### src/rtl/ccff_chain_loader.sv
// ccff_chain_loader: serialises bitstream words into a ccff configuration chain and returns the bits shifted out as readback words.
module ccff_chain_loader #(
  parameter int CHAIN_LEN = 28,
  parameter int DATA_W = 8,
  parameter int CNT_W = 16
) (
  input  logic              prog_clk,
  input  logic              pReset,
  input  logic              start,
  input  logic [DATA_W-1:0] s_data,
  input  logic              s_valid,
  output logic              s_ready,
  output logic              ccff_head,
  output logic              ccff_en,
  input  logic              ccff_tail,
  output logic [DATA_W-1:0] rb_data,
  output logic              rb_valid,
  input  logic              rb_ready,
  output logic              busy,
  output logic              done,
  output logic [CNT_W-1:0]  bit_count
);
  localparam int IW = DATA_W > 1 ? $clog2(DATA_W) : 1;
  typedef enum logic [1:0] {IDLE, SHIFT, DRAIN} state_t;
  state_t state, state_nx;
  logic [DATA_W-1:0] buf_q, pack;
  logic buf_full, shift, last_bit, word_end, pack_end;
  logic [IW-1:0] bit_idx, pack_idx;
  // a pending readback word blocks shifting so the packer never overruns
  always_comb begin
    shift = state == SHIFT && buf_full && bit_count < CNT_W'(CHAIN_LEN) && !(rb_valid && !rb_ready);
    last_bit = bit_count == CNT_W'(CHAIN_LEN - 1);
    word_end = bit_idx == IW'(DATA_W - 1);
    pack_end = pack_idx == IW'(DATA_W - 1);
    ccff_en = shift;
    ccff_head = shift && buf_q[bit_idx];
    s_ready = state == SHIFT && !buf_full;
    busy = state != IDLE;
    state_nx = state == IDLE  ? (start && !done ? SHIFT : IDLE) :
               state == SHIFT ? (shift && last_bit ? DRAIN : SHIFT) :
               (rb_valid && rb_ready ? IDLE : DRAIN);
  end
  always_ff @(posedge prog_clk)
    if (pReset) state <= IDLE;
    else state <= state_nx;
  always_ff @(posedge prog_clk) begin
    if (pReset) begin
      buf_q <= '0;
      buf_full <= 1'b0;
      bit_idx <= '0;
      pack <= '0;
      pack_idx <= '0;
      rb_data <= '0;
      rb_valid <= 1'b0;
      done <= 1'b0;
      bit_count <= '0;
    end else begin
      done <= state == DRAIN && rb_valid && rb_ready;
      if (state == IDLE && start && !done) bit_count <= '0;
      if (rb_valid && rb_ready) rb_valid <= 1'b0;
      if (s_valid && s_ready) begin
        buf_q <= s_data;
        buf_full <= 1'b1;
        bit_idx <= '0;
      end
      if (shift) begin
        bit_count <= bit_count + 1'b1;
        bit_idx <= bit_idx + 1'b1;
        if (word_end || last_bit) buf_full <= 1'b0;
        if (pack_end || last_bit) begin
          rb_data <= pack | (DATA_W'(ccff_tail) << pack_idx);
          rb_valid <= 1'b1;
          pack <= '0;
          pack_idx <= '0;
        end else begin
          pack[pack_idx] <= ccff_tail;
          pack_idx <= pack_idx + 1'b1;
        end
      end
    end
  end
endmodule

### config.mk
export PLATFORM = sky130hd
export DESIGN_NAME = ccff_chain_loader
export DESIGN_NICKNAME = d
export VERILOG_FILES = /design/src/rtl/ccff_chain_loader.sv
export SDC_FILE = /design/constraint.sdc
export NUM_CORES = 1
export LEC_CHECK = 0
export BUFFER_PORTS_ARGS = -buffer_cell sky130_fd_sc_hd__buf_2
export CORE_UTILIZATION = 45
export DETAILED_ROUTE_END_ITERATION = 10
export GPL_TIMING_DRIVEN = 0
export PLACE_DENSITY = 0.66
export SLEW_MARGIN = 25
export SYNTH_ARGS = -nofsm -noshare
export SYNTH_HDL_FRONTEND = slang
export SYNTH_SLANG_ARGS = --single-unit
### constraint.sdc
create_clock -name prog_clk -period 2.6 [get_ports prog_clk]
set_clock_uncertainty 0.1 [all_clocks]
set_input_delay 0.65 -clock prog_clk [delete_from_list [all_inputs] [get_ports prog_clk]]
set_output_delay 0.65 -clock prog_clk [all_outputs]
set_load 0.03 [all_outputs]
# ---- Word level (Yosys, flattened, before mapping)
# Cells that the tools add are included.
dict set report op_classes {
  n_addsub 3
  order_cmp 4
  eq_ne 5
  shift 1
  mux 22
  bitwise 1
  reduce_logical 26
}
# operator count
set ops {}
lappend ops {{2-to-1 mux 16 bit} 2}
lappend ops {{adder 16 x 1 -> 16 bit, second input constant} 1}
lappend ops {{== test 16 x 5 -> 1 bit, second input constant} 1}
lappend ops {{less-than comparator 16 x 5 -> 1 bit, second input constant} 1}
lappend ops {{logical AND 1 bit} 15}
lappend ops {{2-to-1 mux 1 bit} 9}
lappend ops {{2-to-1 mux 3 bit} 3}
lappend ops {{bitwise mux 8 bit} 1}
lappend ops {{less-than comparator 3 x 4 -> 1 bit, second input constant} 2}
lappend ops {{2-to-1 mux 2 bit} 4}
lappend ops {{2-to-1 mux 8 bit} 1}
lappend ops {{OR 8 bit} 1}
lappend ops {{<< shifter 1 x 3 -> 8 bit} 1}
lappend ops {{adder 3 x 1 -> 3 bit, second input constant} 2}
lappend ops {{== test 3 bit, second input constant} 2}
lappend ops {{nonzero test 2 bit} 3}
lappend ops {{zero test 1 bit} 4}
lappend ops {{binary-select mux 1 bit (select 3 bit)} 1}
lappend ops {{demux 1 bit (select 3 bit)} 1}
lappend ops {{>= comparator 3 x 1 -> 1 bit, second input constant} 1}
lappend ops {{== test 2 x 1 -> 1 bit, second input constant} 1}
lappend ops {{== test 2 bit, second input constant} 1}
lappend ops {{zero test 2 bit} 1}
lappend ops {{logical OR 1 bit} 2}
lappend ops {{AND reduction 2 bit} 1}
dict set report word_totals {
  ff_bits 51
  inputBits 14
  output_inout_bits 30
}

# ---- Logic depth before layout (Yosys ltp)
# Gate-level depths: netlist of the first run.
dict set report logic_depth {
  depth_word 8
  depth_mapped 8
  ltp_nobuf 6
}

# ---- Worst setup path before layout of the first run
# No wires, ideal clock.
dict set report synth_path {
  path_kind {input to output}
  startpoint {in rb_ready}
  endpoint {out ccff_head}
  t_arrival_ns 1.921
  required_time_ns 1.850
  slack_ns -0.071
  cell_stages 6
  cell_sequence {nand2b_1 nand4_1 or2_1 buf_2 clkbuf_1 nor2_1}
}
dict set report synth_between {
  elab_chain_cells 5
}
# element line_no
set synth_lines {}
lappend synth_lines {{start, declared} 18} ;# input logic rb_ready,
lappend synth_lines {{zero test 1 bit} 31} ;# shift = state == SHIFT && buf_full && bit_count < CNT_W'(CHAIN_LEN) && !(rb_valid && !rb_ready);
lappend synth_lines {{logical AND 1 bit} 31}
lappend synth_lines {{zero test 1 bit} 31}
lappend synth_lines {{logical AND 1 bit} 31}
lappend synth_lines {{logical AND 1 bit} 36} ;# ccff_head = shift && buf_q[bit_idx];
lappend synth_lines {{end, declared} 13} ;# output logic ccff_head,
# No other way between the ends.

# ---- Worst setup path after layout of the first run
dict set report layout_path {
  startpoint {reg state[0]}
  endpoint {out ccff_head}
}
dict set report layout_between {
  elab_chain_cells 5
}
# element line_no
set layout_lines {}
lappend layout_lines {{start, declared} 25} ;# state_t state, state_nx;
lappend layout_lines {{start signal, assigned} 45} ;# else state <= state_nx;
lappend layout_lines {{== test 2 x 1 -> 1 bit} 31}
lappend layout_lines {{logical AND 1 bit (3 in series)} 31}
lappend layout_lines {{logical AND 1 bit} 36}
# No other way between the ends.

==> qor.csv, run 1 <==
stage;metric;value;unit
routing;firstDrtPassIters;4;
clock_network;numCtsBuffers;5;
grt;grt_pass1_vias;1794;
setup_path;startpoint_type;flop;
yosys;ys_seq_area_share;46.3;%
timing;timing.fmax;0.395;GHz
timing;tightest_slew;0.785;ns
setup_path;crit_fanout;5;
floorplan;dieArea;5190;um^2
setup_path;arrival;1.78;ns
timing;grt_setup_unrepaired;no;
yosys;synthTopCellsByArea;dfxtp_1 (46%), nand2_1 (5.3%), a21oi_1 (3.6%), o21ai_0 (3.4%), nor2_1 (3.2%);
layout;stdcell_count;371;
layout;drive_above_1_share;24.3;%
floorplan;row_count;25;
clock_network;cts_tree;done;
layout;final_area;2700;um^2
yosys;ys_seq_elements;51;
setup_path;crit_path_end_kind;output port;
routing;drc;0;
routing;drt_wl_total;4.88;mm
routing;highest_layer;met4;
layout;final_nets;322;
hold_path;hp-class;flop to flop;
setup_path;path_class;flop to output port;
clock_network;clk_pin_slew;0.09;ns
clock_network;h-tree-depth;2;
grt;grt_overflow;0;
layout;area_growth;22.6;%
yosys;syn_avg_cell_area;8.82;um^2
power;leakagePower;1.09;nW
floorplan;die_h;72.0;um
place;dp_cells;359;
routing;drt_iter0_markers;138;
clock_network;root_buffer;clkbuf_8;
layout;fillers;449;
yosys;yosysTopAreaCell;dfxtp_1;
job;maxCapViolCount;0;
power;p_per_area;560;nW/um^2
layout;fin_util;57.2;%
place;gp_congestion;0.804;
floorplan;fp.dieW;72.0;um
routing;met3_length;204;um
floorplan;core;4720;um^2
status;status;complete, no violations;
yosys;syn_nets;269;
clock_network;clockBufferDepth;2;
yosys;yosys.area.top_type_share;46.3;%
clock_network;numClockSinks;51;
setup_path;slowest_stage;dfxtp_1;
layout;multiInputGateArea;1100;um^2
yosys;synth_cell_types;42;
yosys;syn-cell-area;2210;um^2
clock_network;clk-insertion-delay-late;0.30;ns
place;portBuffers;42;
timing;min_period_over_period;97.4;%
clock_network;hold_buffers;0;
floorplan;pin_count;44;
routing;post_drt_wl_per_cell;13.1;um
floorplan;start_util;46.7;%
timing;setup_viol;0;
timing;post-route-min-period;2.53;ns
routing;wl_met2;2.19;mm
setup_path;max_stage_delay;0.39;ns
setup_path;crit_path_cell_trace;nor2b_1, nand4_1, or2_4, clkbuf_8, nor2_2, buf_6;
routing;viasPerCell;5.23;
grt;antenna_found_initial;0;
routing;num_vias;1941;
timing;fin_ws;0.0668;ns
power;total_power;1.51;mW
grt;grt_pass1_wl;8.02;mm
place;place_hpwl;3.43;mm
yosys;postSynthCellCount;250;
layout;final-seq-area;1020;um^2
routing;ant_nets;0;
yosys;yosys_warnings;0;
setup_path;worstPathRequired;1.85;ns
place;place_ws;-0.350;ns
power;ir_drop;0.254;mV
grt;track_usage;19.4;%
timing;relSlewSlack;47.0;%
timing;drv_slew;0;
timing;timing.final.hold_violations;0;
routing;wl_met1;2.41;mm
layout;antennaDiodeCount;0;
grt;grt_max_degree;20;
place;placed_area;2500;um^2
## report_power, final
| group | switching (mW) | internal (mW) |
|---|---|---|
| Sequential | 0.00658 | 0.790 |
| Clock | 0.248 | 0.384 |
| Combinational | 0.0547 | 0.0295 |
| Total | 0.310 | 1.20 |
## critical path: cells and delay by family (launching register included)
family                 cells  cell delay (ns)
DFF                        1             0.39
buffers and inverters      2             0.28
and+or+nand+nor            4             0.81
## metal layers
metal / vias to the layer above / global-route usage, %
met5: - / 0
met4: 0 / 6.10
met3: 8 / 3.75
met2: 47 / 31.2
met1: 911 / 26.5
li1: 975 / -
## logic make-up (layout without fill, tap and decap cells)
| family | after synthesis | after routing | share of synthesized area, % |
|---|---|---|---|
| and+or+nand+nor | 102 | 102 | 25.4 |
| muxes | 8 | 8 | 4.76 |
| DFF | 51 | 51 | 46.3 |
| xor gates and xnor gates | 1 | 1 | 0.397 |
| AOI/OAI and AO/OA | 58 | 58 | 15.9 |
| adders and majority gates | 5 | 5 | 2.84 |
| buffers and inverters | 25 | 79 | 4.42 |
## synthesized netlist by cell type
cell and count:
or3_1 2, nand2_1 31, nor4b_1 1, a21oi_1 16, o21ai_0 15, or4_4 2
nor3_1 4, inv_1 11, nand3_1 5, a211o_1 8, ha_1 5, nor2b_1 3
and4b_1 1, buf_1 1, a41oi_1 2, xnor2_1 1, nor4_1 2, nor2_1 19
or2_1 1, nor4_4 2, or4b_1 1, a311oi_1 1, or2_2 4, o21ai_1 8
and2_1 10, clkbuf_1 9, mux2i_1 6, a31oi_1 1, mux4_2 2, nand3b_1 1
nand3_2 1, inv_2 1, o21a_1 2, and3_1 2, o31ai_1 1, nand4_1 4
a211oi_1 3, buf_2 3, nor3b_1 2, nand2b_1 4, o41ai_1 1, dfxtp_1 51
## per-stage QoR
step | hold WS [ns] | setup TNS, ns
after detailed placement | 0.347 | -0.654
after global placement | 0.342 | -0.672
after CTS | 0.360 | 0
final | 0.357 | 0
after global routing | 0.383 | 0
after floorplan | 0.333 | 0
## registers in the layout (all words and copies together) (netlist names)
| signal | flops |
|---|---|
| bit_idx | 3 |
| rb_valid | 1 |
| state | 2 |
| pack | 8 |
| done | 1 |
| bit_count | 16 |
| buf_full | 1 |
| pack_idx | 3 |
| buf_q | 8 |
| rb_data | 8 |
## placed cells by master, fill, tap and decap left out, types with 2 or more instances in the layout
cell | netlist | layout
nor3_1 | 4 | 3
o21ai_0 | 15 | 15
mux4_2 | 2 | 2
or3_1 | 2 | 2
ha_1 | 5 | 5
a41oi_1 | 2 | 2
nand3_1 | 5 | 5
a21oi_1 | 16 | 16
nand4_1 | 4 | 4
o21ai_1 | 8 | 8
and3_1 | 2 | 2
dfxtp_1 | 51 | 49
nor2b_1 | 3 | 3
nor4_1 | 2 | 2
o21a_1 | 2 | 2
clkbuf_8 | 0 | 6
nor4_4 | 2 | 2
or2_2 | 4 | 4
dfxtp_2 | 0 | 2
or4_4 | 2 | 2
a211o_1 | 8 | 8
clkbuf_1 | 9 | 9
nor3b_1 | 2 | 2
and2_1 | 10 | 10
inv_1 | 11 | 11
bufinv_16 | 0 | 2
mux2i_1 | 6 | 6
nand2_1 | 31 | 31
buf_4 | 0 | 7
buf_2 | 3 | 41
a211oi_1 | 3 | 3
nand2b_1 | 4 | 4
nor2_1 | 19 | 18
## timing repair
action                     4_1_cts  5_1_grt
setup endpoints to repair        2        2
gates resized for setup         10        2
setup buffers                    5        1
pin swaps                        4        3
## path summary, 6_finish.rpt
check	startpoint	end	slack (ns)	cells after the start
worst max-delay path	state[0]	ccff_head	0.07	6
worst min-delay path	buf_q[5]	buf_q[5]	0.36	2
worst max register to register	bit_count[0]	pack[0]	0.28	6
worst min register to register	buf_q[5]	buf_q[5]	0.36	2
## area by class of cell
type                       count  share of cell area, %
timing repair buffer          48                   9.76
clock inverter                 2                   2.22
tap                           67                   3.10
buffer                        11                   1.94
multi-input combinational    174                   40.6
inverter                      12                   1.85
clock buffer                   6                   2.68
sequential                    51                   37.9
Note: power is estimated with default switching activity, not from simulation.
==> run 2, diff against run 1 <==
CORE_UTILIZATION = 35   (was 45)
PLACE_DENSITY = 0.54   (was 0.66)
==> run 2 against run 1 <==
  * Sequential share of layout area is 0.52 points higher
  * First-iteration DRC count is 23% lower
  * Power is 12% lower
  * Combinational power is 2% higher
  * Core utilization is 13 points lower
  * Largest cell class unchanged
  * Non-clock buffer count stayed put
  * Sequential power hardly changed
  * Count of clock-buffer cells in the layout is 1 higher
  * Global-route usage is 3.0 points lower
  * Via count is 2.0% lower
  * Worst setup slack worse by 0.028 ns
  * Critical endpoint unchanged
  * Critical path type unchanged
==> qor.csv, run 2 (synthesis gave the netlist of run 1 again) <==
stage;metric;value;unit;change
timing;fin_tns_setup;0;ns;unchanged
layout;area_growth;21.2;%;
setup_path;slowest_stage;dfxtp_1;;
routing;drt_iter0_markers;106;;-23%
routing;ant_nets;0;;unchanged
routing;drt_wl_total;5.17;mm;+6.1%
timing;grt_setup_unrepaired;yes;;
routing;viasPerCell;5.02;;-4.1%
timing;fin_ws;0.0386;ns;-0.0283 ns
status;status;complete, no violations;;
layout;final_area;2670;um^2;-1.1%
setup_path;path_class;flop to output port;;
timing;setup_viol;0;;unchanged
clock_network;clk-insertion-delay-late;0.30;ns;about the same
setup_path;worstPathRequired;1.85;ns;about the same
hold_path;hp-class;flop to flop;;
timing;min_period_over_period;98.5;%;+1.1 points
floorplan;core;5990;um^2;+27%
setup_path;startpoint_type;flop;;
layout;fillers;624;;+39%
routing;drc;0;;unchanged
place;place_ws;-0.387;ns;-0.0368 ns
place;place_hpwl;3.60;mm;+4.9%
layout;largest_reg_flops;16;;unchanged
layout;drive_above_1_share;25.0;%;+0.66 points
clock_network;numCtsBuffers;5;;unchanged
power;ir_drop;0.347;mV;+37%
grt;antenna_found_initial;0;;unchanged
timing;drv_slew;0;;unchanged
floorplan;pin_count;44;;unchanged
timing;tightest_slew;0.758;ns;-0.0261 ns
power;p_per_area;496;nW/um^2;-11%
floorplan;dieArea;6620;um^2;+28%
setup_path;crit_path_end_kind;output port;;
floorplan;die_h;81.4;um;+13%
routing;post_drt_wl_per_cell;13.6;um;+3.9%
setup_path;max_stage_delay;0.35;ns;-0.04 ns
floorplan;row_count;28;;+12%
clock_network;cts_tree;done;;
layout;final_common_cell;dfxtp_1;;
floorplan;fp.dieW;81.4;um;+13%
layout;regMostFlops;bit_count;;
clock_network;numClockSinks;51;;unchanged
layout;fin_util;44.6;%;-13 points
layout;layout_common_cells;dfxtp_1 (47), buf_2 (41), nand2_1 (31), nor2_1 (18), a21oi_1 (16);;
layout;final_nets;322;;unchanged
grt;grt_overflow;0;;unchanged
place;gp_congestion;0.806;;+0.31%
layout;stdcell_count;379;;+2.2%
layout;final-seq-area;1030;um^2;+0.24%
setup_path;path_buf_inv;2;;unchanged
grt;grt_max_degree;20;;unchanged
timing;relSlewSlack;48.8;%;+1.8 points
job;maxCapViolCount;0;;unchanged
timing;post-route-min-period;2.56;ns;+0.0283 ns
routing;firstDrtPassIters;5;;+1
clock_network;root_buffer;clkbuf_8;;
timing;timing.fmax;0.390;GHz;-1.1%
setup_path;cpLargestDelayFamily;simple AND/OR/NAND/NOR gates;;
grt;grt_pass1_vias;1669;;-7.0%
clock_network;hold_buffers;0;;unchanged
floorplan;start_util;36.8;%;-9.9 points
place;dp_cells;367;;+2.2%
grt;track_usage;16.4;%;-3.0 points
grt;grt_pass1_wl;8.24;mm;+2.8%
setup_path;crit_path_cell_trace;nor4_4, nand3_2, or2_4, buf_8, nor2_4, buf_6;;
timing;timing.final.hold_violations;0;;unchanged
layout;multiInputGateArea;1100;um^2;+0.68%
setup_path;crit_fanout;10;;+5
place;placed_area;2510;um^2;+0.40%
setup_path;arrival;1.81;ns;+0.03 ns
routing;num_vias;1902;;-2.0%
place;portBuffers;42;;unchanged
clock_network;clk_pin_slew;0.09;ns;about the same
clock_network;h-tree-depth;2;;unchanged
clock_network;clockBufferDepth;2;;unchanged
layout;antennaDiodeCount;0;;unchanged
power;leakagePower;1.07;nW;-1.8%
## run 2: cell count changes in the layout (fill, tap and decap cells not counted), sizes merged
cell    before  now
clkbuf      15   16
clkinv       0    1
bufinv       2    0
## run 2: final cells by class
cell class	instances	share of cell area (%)
buffer	11	2.01
clock buffer	7	2.85
tap	75	3.51
clock inverter	1	0.187
multi-input combinational	174	41.3
sequential	51	38.4
timing repair buffer	48	9.87
inverter	12	1.87
## run 2: power by group
| part | leakage [nW] | internal [mW] | total (mW) | switching, mW |
|---|---|---|---|---|
| clock network | 0.0422 | 0.190 | 0.444 | 0.254 |
| registers | 0.414 | 0.790 | 0.797 | 0.00686 |
| logic | 0.615 | 0.0295 | 0.0858 | 0.0563 |
## run 2: worst reg2reg max path, cell delays in order, from the launching register on
cell,delay [ns]
dfxtp_1,0.36
ha_1,0.24
and4b_1,0.26
a41oi_1,0.65
o21ai_0,0.20
a211o_1,0.32
o21ai_1,0.08
## run 2: worst paths after layout
kind / start / endpoint / slack, ns / depth (start not counted)
hold / removal: buf_q[7] / buf_q[7] / 0.36 / 2
setup reg to reg: bit_count[0] / pack[7] / 0.32 / 6
hold reg to reg: buf_q[7] / buf_q[7] / 0.36 / 2
setup / recovery: bit_count[15] / ccff_head / 0.04 / 6
## run 2: repair_timing
| action | 4_1_cts | 5_1_grt |
|---|---|---|
| pin swaps | 5 | 5 |
| endpoints found under the setup margin | 2 | 2 |
| gates resized for setup | 9 | 8 |
| gates cloned | 0 | 0 |
| setup buffers | 5 | 1 |
## run 2: per-stage QoR
| stage | power (mW) | hold WS (ns) |
|---|---|---|
| after detailed placement | 0.897 | 0.347 |
| after floorplan | 0.866 | 0.333 |
| after global routing | 1.39 | 0.382 |
| after CTS | 1.34 | 0.360 |
| after global placement | 0.897 | 0.341 |
| final | 1.33 | 0.357 |
## run 2: per-layer routing
layer  wire, um  vias up  GRT usage [%]
met2       2220       32           24.3
met3        147        7           3.37
met5          0        -              0
met1       2750      887           23.3
met4         60        0           5.89
li1           -      976              -
